## src/rtl/mem_store_writer_pkg.sv

```systemverilog
// Shared types and sizes for the matrix store writer: float_sp, matrix size widths,
// the writer FSM state type and the default external address width.
package mem_store_writer_pkg;

  localparam int MBITS           = 3;
  localparam int NBITS           = 3;
  localparam int MATRIX_REG_BITS = 3;
  localparam int ADDR_W_DEFAULT  = 16;
  // Wide enough for M*N with M,N up to 2^MBITS and 2^NBITS.
  localparam int TOTAL_W         = MBITS + NBITS + 2;

  typedef struct packed {
    logic        sign;
    logic [7:0]  exponent;
    logic [22:0] mantissa;
  } float_sp;

  typedef enum logic [2:0] {
    ST_IDLE,
    ST_REQUEST,
    ST_COLLECT,
    ST_DRAIN,
    ST_DONE
  } mem_store_state_e;

  function automatic logic is_nan(input float_sp v);
    return (v.exponent == 8'hFF) && (v.mantissa != 23'd0);
  endfunction

endpackage

```

## src/rtl/mem_store_fifo.sv

```systemverilog
// Synchronous element FIFO, power-of-two depth; a push into a full FIFO is
// accepted when a pop happens in the same cycle. Head is read from registered storage.
module mem_store_fifo #(
  parameter int DEPTH = 4,
  parameter int W     = 32
) (
  input  logic         clk,
  input  logic         rst,
  input  logic         push,
  input  logic [W-1:0] push_data,
  input  logic         pop,
  output logic         full,
  output logic         empty,
  output logic [W-1:0] head
);

  localparam int PW = $clog2(DEPTH);

  logic [W-1:0]  mem [DEPTH];
  logic [PW-1:0] wr_ptr;
  logic [PW-1:0] rd_ptr;
  logic [PW:0]   count;
  logic          push_ok;
  logic          pop_ok;

  assign full    = (count == (PW+1)'(DEPTH));
  assign empty   = (count == '0);
  assign pop_ok  = pop && !empty;
  assign push_ok = push && (!full || pop_ok);
  assign head    = mem[rd_ptr];

  always_ff @(posedge clk) begin
    if (push_ok) mem[wr_ptr] <= push_data;
  end

  // Pointers wrap naturally because DEPTH is a power of two.
  always_ff @(posedge clk) begin
    if (rst) begin
      wr_ptr <= '0;
      rd_ptr <= '0;
      count  <= '0;
    end else begin
      if (push_ok) wr_ptr <= wr_ptr + PW'(1);
      if (pop_ok)  rd_ptr <= rd_ptr + PW'(1);
      case ({push_ok, pop_ok})
        2'b10:   count <= count + (PW+1)'(1);
        2'b01:   count <= count - (PW+1)'(1);
        default: count <= count;
      endcase
    end
  end

endmodule

```

## src/rtl/mem_store_writer.sv

```systemverilog
// Collects the store unit's row-major element stream into a FIFO and writes it to
// memory at base + element index. Optional NaN detection under MEM_STORE_NAN_CHECK_EN.
module mem_store_writer
  import mem_store_writer_pkg::*;
#(
  parameter int FIFO_DEPTH = 4,
  parameter int ADDR_W     = ADDR_W_DEFAULT
) (
  input  logic                       clk,
  input  logic                       rst,
  input  logic                       cmd_valid_in,
  input  logic [MATRIX_REG_BITS:0]   cmd_reg_addr_in,
  input  logic [ADDR_W-1:0]          cmd_base_addr_in,
  output logic                       cmd_ready_out,
  output logic                       store_req_out,
  output logic [MATRIX_REG_BITS:0]   mem_store_addr_out,
  input  logic                       mem_store_en_in,
  input  logic [MBITS:0]             mem_m_store_size_in,
  input  logic [NBITS:0]             mem_n_store_size_in,
  input  float_sp                    mem_store_element_in,
  output logic                       mem_wr_en_out,
  output logic [ADDR_W-1:0]          mem_wr_addr_out,
  output float_sp                    mem_wr_data_out,
  input  logic                       mem_wr_ready_in,
  output logic                       done_out,
  output logic                       overflow_err_out,
  output logic                       size_err_out,
`ifdef MEM_STORE_NAN_CHECK_EN
  output logic                       nan_err_out,
`endif
  output mem_store_state_e           state_dbg_out
);

  // Each FIFO entry carries its element index so dropped elements leave an address gap.
  localparam int FW = TOTAL_W + 32;

  mem_store_state_e   state;
  logic [ADDR_W-1:0]  base_q;
  logic [TOTAL_W-1:0] total_q;
  logic [TOTAL_W-1:0] rx_cnt;
  logic               total_valid;

  logic               fifo_full;
  logic               fifo_empty;
  logic [FW-1:0]      fifo_head;
  logic [TOTAL_W-1:0] head_idx;
  float_sp            head_data;

  logic [TOTAL_W-1:0] total_now;
  logic               size_zero;
  logic               push;
  logic               push_ok;
  logic               wr_active;
  logic               pop;

  assign total_now = total_valid ? total_q
                                 : TOTAL_W'(mem_m_store_size_in) * TOTAL_W'(mem_n_store_size_in);
  assign size_zero = !total_valid &&
                     ((mem_m_store_size_in == '0) || (mem_n_store_size_in == '0));
  assign push      = (state == ST_COLLECT) && mem_store_en_in && !size_zero;
  assign wr_active = ((state == ST_COLLECT) || (state == ST_DRAIN)) && !fifo_empty;

  // Memory write handshake: an element transfers on a cycle with mem_wr_en_out && mem_wr_ready_in;
  // while mem_wr_en_out && !mem_wr_ready_in the address and data are held unchanged.
  assign pop       = wr_active && mem_wr_ready_in;
  assign push_ok   = push && (!fifo_full || pop);

  assign {head_idx, head_data} = fifo_head;

  mem_store_fifo #(
    .DEPTH (FIFO_DEPTH),
    .W     (FW)
  ) u_fifo (
    .clk       (clk),
    .rst       (rst),
    .push      (push),
    .push_data ({rx_cnt, mem_store_element_in}),
    .pop       (pop),
    .full      (fifo_full),
    .empty     (fifo_empty),
    .head      (fifo_head)
  );

  always_ff @(posedge clk) begin
    if (rst) begin
      state              <= ST_IDLE;
      mem_store_addr_out <= '0;
      base_q             <= '0;
      total_q            <= '0;
      rx_cnt             <= '0;
      total_valid        <= 1'b0;
      overflow_err_out   <= 1'b0;
      size_err_out       <= 1'b0;
`ifdef MEM_STORE_NAN_CHECK_EN
      nan_err_out        <= 1'b0;
`endif
    end else begin
      case (state)
        ST_IDLE: begin
          if (cmd_valid_in) begin
            mem_store_addr_out <= cmd_reg_addr_in;
            base_q             <= cmd_base_addr_in;
            total_q            <= '0;
            rx_cnt             <= '0;
            total_valid        <= 1'b0;
            overflow_err_out   <= 1'b0;
            size_err_out       <= 1'b0;
`ifdef MEM_STORE_NAN_CHECK_EN
            nan_err_out        <= 1'b0;
`endif
            state              <= ST_REQUEST;
          end
        end
        ST_REQUEST: state <= ST_COLLECT;
        ST_COLLECT: begin
          if (mem_store_en_in) begin
            if (size_zero) begin
              size_err_out <= 1'b1;
              state        <= ST_DONE;
            end else begin
              total_valid <= 1'b1;
              total_q     <= total_now;
              rx_cnt      <= rx_cnt + TOTAL_W'(1);
              if (!push_ok) overflow_err_out <= 1'b1;
`ifdef MEM_STORE_NAN_CHECK_EN
              if (push_ok && is_nan(mem_store_element_in)) nan_err_out <= 1'b1;
`endif
              if (rx_cnt + TOTAL_W'(1) == total_now) state <= ST_DRAIN;
            end
          end
        end
        ST_DRAIN: if (fifo_empty) state <= ST_DONE;
        ST_DONE:  state <= ST_IDLE;
        default:  state <= ST_IDLE;
      endcase
    end
  end

  assign cmd_ready_out   = (state == ST_IDLE);
  assign store_req_out   = (state == ST_REQUEST);
  assign done_out        = (state == ST_DONE);
  assign state_dbg_out   = state;
  assign mem_wr_en_out   = wr_active;
  assign mem_wr_addr_out = wr_active ? (base_q + ADDR_W'(head_idx)) : '0;
  assign mem_wr_data_out = wr_active ? head_data : '0;

endmodule

```

## config.mk

```make
export PLATFORM = sky130hd
export DESIGN_NAME = mem_store_writer
export DESIGN_NICKNAME = d
export VERILOG_FILES = /design/src/rtl/mem_store_writer_pkg.sv /design/src/rtl/mem_store_fifo.sv /design/src/rtl/mem_store_writer.sv
export SDC_FILE = /design/constraint.sdc
export NUM_CORES = 1
export LEC_CHECK = 0
export CAP_MARGIN = 5
export CORE_UTILIZATION = 50
export CTS_CLUSTER_DIAMETER = 120
export DETAILED_ROUTE_END_ITERATION = 10
export GPL_ROUTABILITY_DRIVEN = 0
export PLACE_DENSITY = 0.86
export SLEW_MARGIN = 40
export SYNTH_ARGS = -nofsm -noshare
export SYNTH_HDL_FRONTEND = slang
export SYNTH_SLANG_ARGS = --single-unit
```

## constraint.sdc

```tcl
create_clock -name clk -period 3.5 [get_ports clk]
set_input_delay 0.525 -clock clk [delete_from_list [all_inputs] [get_ports clk]]
set_output_delay 0.525 -clock clk [all_outputs]
set_load 0.01 [all_outputs]
```

## Word-level counts from Yosys, hierarchy flattened

Memories as Yosys holds them, arrays and structs flattened. A register that Yosys moved wholly into a read port is not among the register bits.
Cells that the tools add are included.

- Logic and storage cells: 93
- RAM bits: 160
- Register bits after elaboration: 49
- Memories: 1

- $add $sub $neg: 6
- Reductions and logical operators: 27
- $mul: 1
- Eq/ne operators: 15
- Mux-type cells: 32

Memory list:

| name | depth | bits a word | rd ports | clocked after Yosys merged registers in | write ports | RTL line | text |
|---|---|---|---|---|---|---|---|
| u_fifo.mem | 4 | 40 | 1 | 1 | 1 | mem_store_fifo.sv:19 | `logic [W-1:0] mem [DEPTH];` |

Operators with widths:

| cell | number |
|---|---|
| 8-bit 2-to-1 mux | 6 |
| 32-bit 2-to-1 mux | 1 |
| 8-bit case mux with 2 select lines | 2 |
| 16-bit by 8-bit adder with 16-bit output | 1 |
| 16-bit 2-to-1 mux | 1 |
| 3-bit 2-to-1 mux | 5 |
| 3-bit case mux with 4 select lines | 1 |
| 4-bit AND reduction | 3 |
| 1-bit 2-to-1 mux | 10 |
| 2-bit != test, second input constant | 5 |
| 8-bit by 1-bit adder with 8-bit output, second input constant | 1 |
| 8-bit equality test | 1 |
| 1-bit logical AND | 8 |
| 4-bit logical NOT | 2 |
| 4-bit by 4-bit multiplier with 8-bit output | 1 |
| 3-bit by 2-bit equality test with 1-bit output, second input constant | 2 |
| 3-bit equality test, second input constant | 2 |
| 3-bit logical NOT | 2 |
| 1-bit case mux with 2 select lines | 3 |
| 3-bit case mux with 2 select lines | 1 |
| 5-bit AND reduction | 1 |
| 2-bit by 1-bit adder with 2-bit output, second input constant | 2 |
| 1-bit logical NOT | 4 |
| 1-bit logical OR | 4 |
| 10 further kinds | 12 |

## Longest topological paths before layout

- Depth after elaboration: 10
- Gate-level depth with buffers: 12

## Modules after synthesis

Synthesis repeated with hierarchy kept, for this count alone.

- Cells, all modules: 691
- Area total of the unflattened synthesis: 9557.9 µm²

By module, submodules not included:

| module | cells an instance | area an instance (µm²) | sequential area each (µm²) | instances |
|---|---|---|---|---|
| mem_store_fifo | 263 | 6312.3 | 4984.8 | 1 |
| mem_store_writer | 428 | 3245.6 | 840.8 | 1 |

## Worst setup path after synthesis

OpenSTA, ideal clock, no wires.

- Path type: register to output
- From: register (tool-made name)
- To: output port mem_wr_addr_out[8]
- Arrival time: 2.895 ns
- Data required time: 2.975 ns
- Cell stages (with the launch flop): 11
- Buffers on the path: 2
- Slack: 0.080 ns
- Path through: dfxtp_1 -> clkbuf_1 -> buf_2 -> mux4_2 -> ha_1 -> fa_1 -> a21o_1 -> a21boi_0 -> o21ai_0 -> and3_1 -> nor3_1

RTL lines:

| item | RTL line | text |
|---|---|---|
| end, declared | mem_store_writer.sv:22 | `output logic [ADDR_W-1:0] mem_wr_addr_out,` |

==> metrics.yaml <==
final_layout:
  fin_area_um2: 12030
  nFillCells: 1274
  area_growth_pct: 27.67
  n_antenna_cell: 0
  fin_nets: 943
  instances_no_fill: 1089
  drive_above_1_share: 0.1953
  final_util: 0.6604
outcome:
  violations: "DRC, setup timing"
  status: "finished, violations left"
synthesis:
  yosys_warnings: 0
  synth_fp_nets: 779
  synth.ff_latch_count: 211
  synth_enable_flop_cells: 160
  netlist_top_cells_area: "edfxtp_1 (51%), dfxtp_1 (11%), mux4_2 (9.6%), ha_1 (3.3%), and3_1 (2.6%)"
  async_flop_share: 0
  synth_top_area_cell: "edfxtp_1"
  synth_top_area_frac: 0.5101
  yosysMostFrequentCell: "edfxtp_1"
  synth.distinct_cells: 52
  synthFlopType: "edfxtp_1"
  synth_area_per_cell_um2: 13.79
  syn_area_um2: 9419
  synthCells: 683
  ys_seq_area_frac: 0.6185
  synth_common_cells: "edfxtp_1 (160), nand2_1 (62), dfxtp_1 (51)"
setup_path:
  crit_slowest_cell: "mux4_2"
  worstPathCellList: "mux4_2 -> ha_4 -> fa_2 -> a21o_1 -> a21boi_2 -> o21ai_2 -> buf_4 -> nand4_1 -> xor2_1 -> nor2_1 -> buf_2"
  endpoint_kind: "primary output"
  critical_path.max_fanout: 4
  crit_type: "register to primary output"
  worstSetupStartpointType: "register"
  cp_top_family: "multiplexers"
  max_stage_delay_ns: 0.55
  path_buf_inv: 2
  crit_required_ns: 2.97
  arrival_ns: 3.07
hold_path:
  hold_path_class: "register to register"
route:
  post_drt_wl_per_cell_um: 18.66
  vias: 6168
  drtIter0Drc: 417
  routed_wl_um: 20320
  viasPerCell: 5.664
  dr.pass1.iters: 8
  drc_errors: 8
  ant_nets: 0
clocking:
  cts_hold_buf: 0
  cts_tree: "done"
  clk_latency_ns: 0.50
  clk_pin_slew_ns: 0.06
  clk_path_buf_depth: 3
  cts-root-buf: "clkbuf_16"
  h-tree-depth: 1
  cts_made_buffers: 22
  cts_sinks: 211
pwr:
  p_sw_mw: 1.670
  clkPwrFrac: 0.358
  power.leakage_nw: 4.376
  p_int_mw: 4.746
  power.total_mw: 6.416
  p_comb_frac: 0.192
  pwr-share-seq: 0.450
  cellPowerDensity_nw_per_um2: 533.5
  vdd_ir_drop_max_mv: 0.5504
  p_sw_frac: 0.2603
place:
  port_buffers: 125
  place_area_um2: 11210
  dp_hpwl_um: 12640
  dp_cells: 1050
die:
  die_w_um: 139.3
  rows: 49
  coreArea_um2: 18210
  ios: 126
  die-height_um: 139.3
  dieArea_um2: 19390
  initial_utilization: 0.5173
global_routing:
  grt.total_usage: 0.2094
  grt_first_pass_wirelength_um: 32290
  grt_pass1_vias: 6245
  grt_overflow: 0
  antenna_found_initial: 0
  grt_max_degree: 52
timing:
  setup_ws_ns: -0.09033
  setup_tns_ns: -0.3312
  relSlewSlack: 0.5622
  worst_pin_slew_ns: 0.6402
  finalHoldViolCount: 0
  period_share: 1.026
  skew_ns: 0.007984
  max_freq_mhz: 278.5
  rsz0062_at_grt: "yes"
  report.final.slew_viol_count: 0
  setup_viol_count_final: 8
  min_period_ns: 3.590
flow_run:
  maxCapViolations: 0
[layout by cell type, fill, tap and decap left out, types with 14 or more instances in the layout]
master and count:
edfxtp_1 160, clkdlybuf4s50_1 111, nand2_1 62, nor2_1 49
dfxtp_1 49, buf_4 47, mux4_2 40, and3_1 39
a21oi_1 38, clkbuf_16 22, ha_1 20, and2_1 14
[repair_timing]
action                                  in CTS  in global routing
resized for setup                           68                 13
pin swaps                                   15                  5
endpoints found under the setup margin      14                 15
setup buffers                                1                  1
[state kept, by name, summed over array words and instances (netlist names), 2 cells and up, named ones only]
| register | cells |
|---|---|
| base_q | 16 |
| mem_store_addr_out | 4 |
| rx_cnt | 8 |
| state_dbg_out | 3 |
| total_q | 8 |
| u_fifo.count | 3 |
| u_fifo.mem | 160 |
| u_fifo.rd_ptr | 2 |
| u_fifo.wr_ptr | 2 |
[logic make-up after synthesis]
family / after synthesis / share of synthesized area
and+or+nand+nor: 223 / 0.1197
AOI/OAI and AO/OA: 90 / 0.05978
adders and majority gates: 31 / 0.04596
muxes: 53 / 0.1096
DFF: 211 / 0.6185
buffers and inverters: 48 / 0.01993
xor gates and xnor gates: 27 / 0.02657
[worst reg2reg max path, stage by stage (launching register included)]
cell and delay [ns]:
dfxtp_1 0.53, nor2b_2 0.32, nand2_1 0.30, inv_1 0.50
nand3_1 0.21, fa_1 0.42, mux2i_1 0.17, mux2_2 0.34
[area by class of cell]
cell class,instances,area [µm²],share of cell area
flip-flops and latches,211,5831,0.4849
inverters,13,48.80,0.004058
clock buffers,23,554.3,0.04609
multi-input cells,424,3561,0.2961
repair buffers,175,1587,0.1319
clock inverters,14,157.7,0.01311
well taps,229,286.5,0.02383
[worst paths after layout]
| path | depth (start not counted) | startpoint | slack (ns) | to |
|---|---|---|---|---|
| worst min-delay path | 2 | mem_store_addr_out[0] | 0.46 | mem_store_addr_out[0] |
| worst min register to register | 2 | mem_store_addr_out[0] | 0.46 | mem_store_addr_out[0] |
| worst max register to register | 7 | state_dbg_out[1] | 0.60 | u_fifo.count[2] |
| worst max-delay path | 11 | register | -0.09 | mem_wr_addr_out[14] |
[stage by stage]
stage,worst slack [ns],hold WS (ns)
after floorplan,0.07989,0.4406
after global placement,-0.4064,0.4424
after detailed placement,-0.4788,0.4511
after CTS,-0.05455,0.4614
after global routing,-0.2216,0.4817
final,-0.09033,0.4604
[routing by layer]
layer	GRT usage	vias up	wire length, µm
met5	0	-	0
met4	0.05322	0	383
met3	0.02684	31	1013
met2	0.3848	180	10840
met1	0.2606	3048	8081
li1	-	2909	-
[power by group through the flow]
stage          sequential [mW]  clock, mW  combinational (mW)
4_1_cts                   2.88       2.33                1.20
3_3_place_gp              2.92          0                1.13
5_1_grt                   2.90       2.43                1.35
6_report                  2.89       2.30                1.23
3_5_place_dp              2.93          0                1.15
2_1_floorplan             2.90          0               0.676
(Power assumes the default switching activity.)
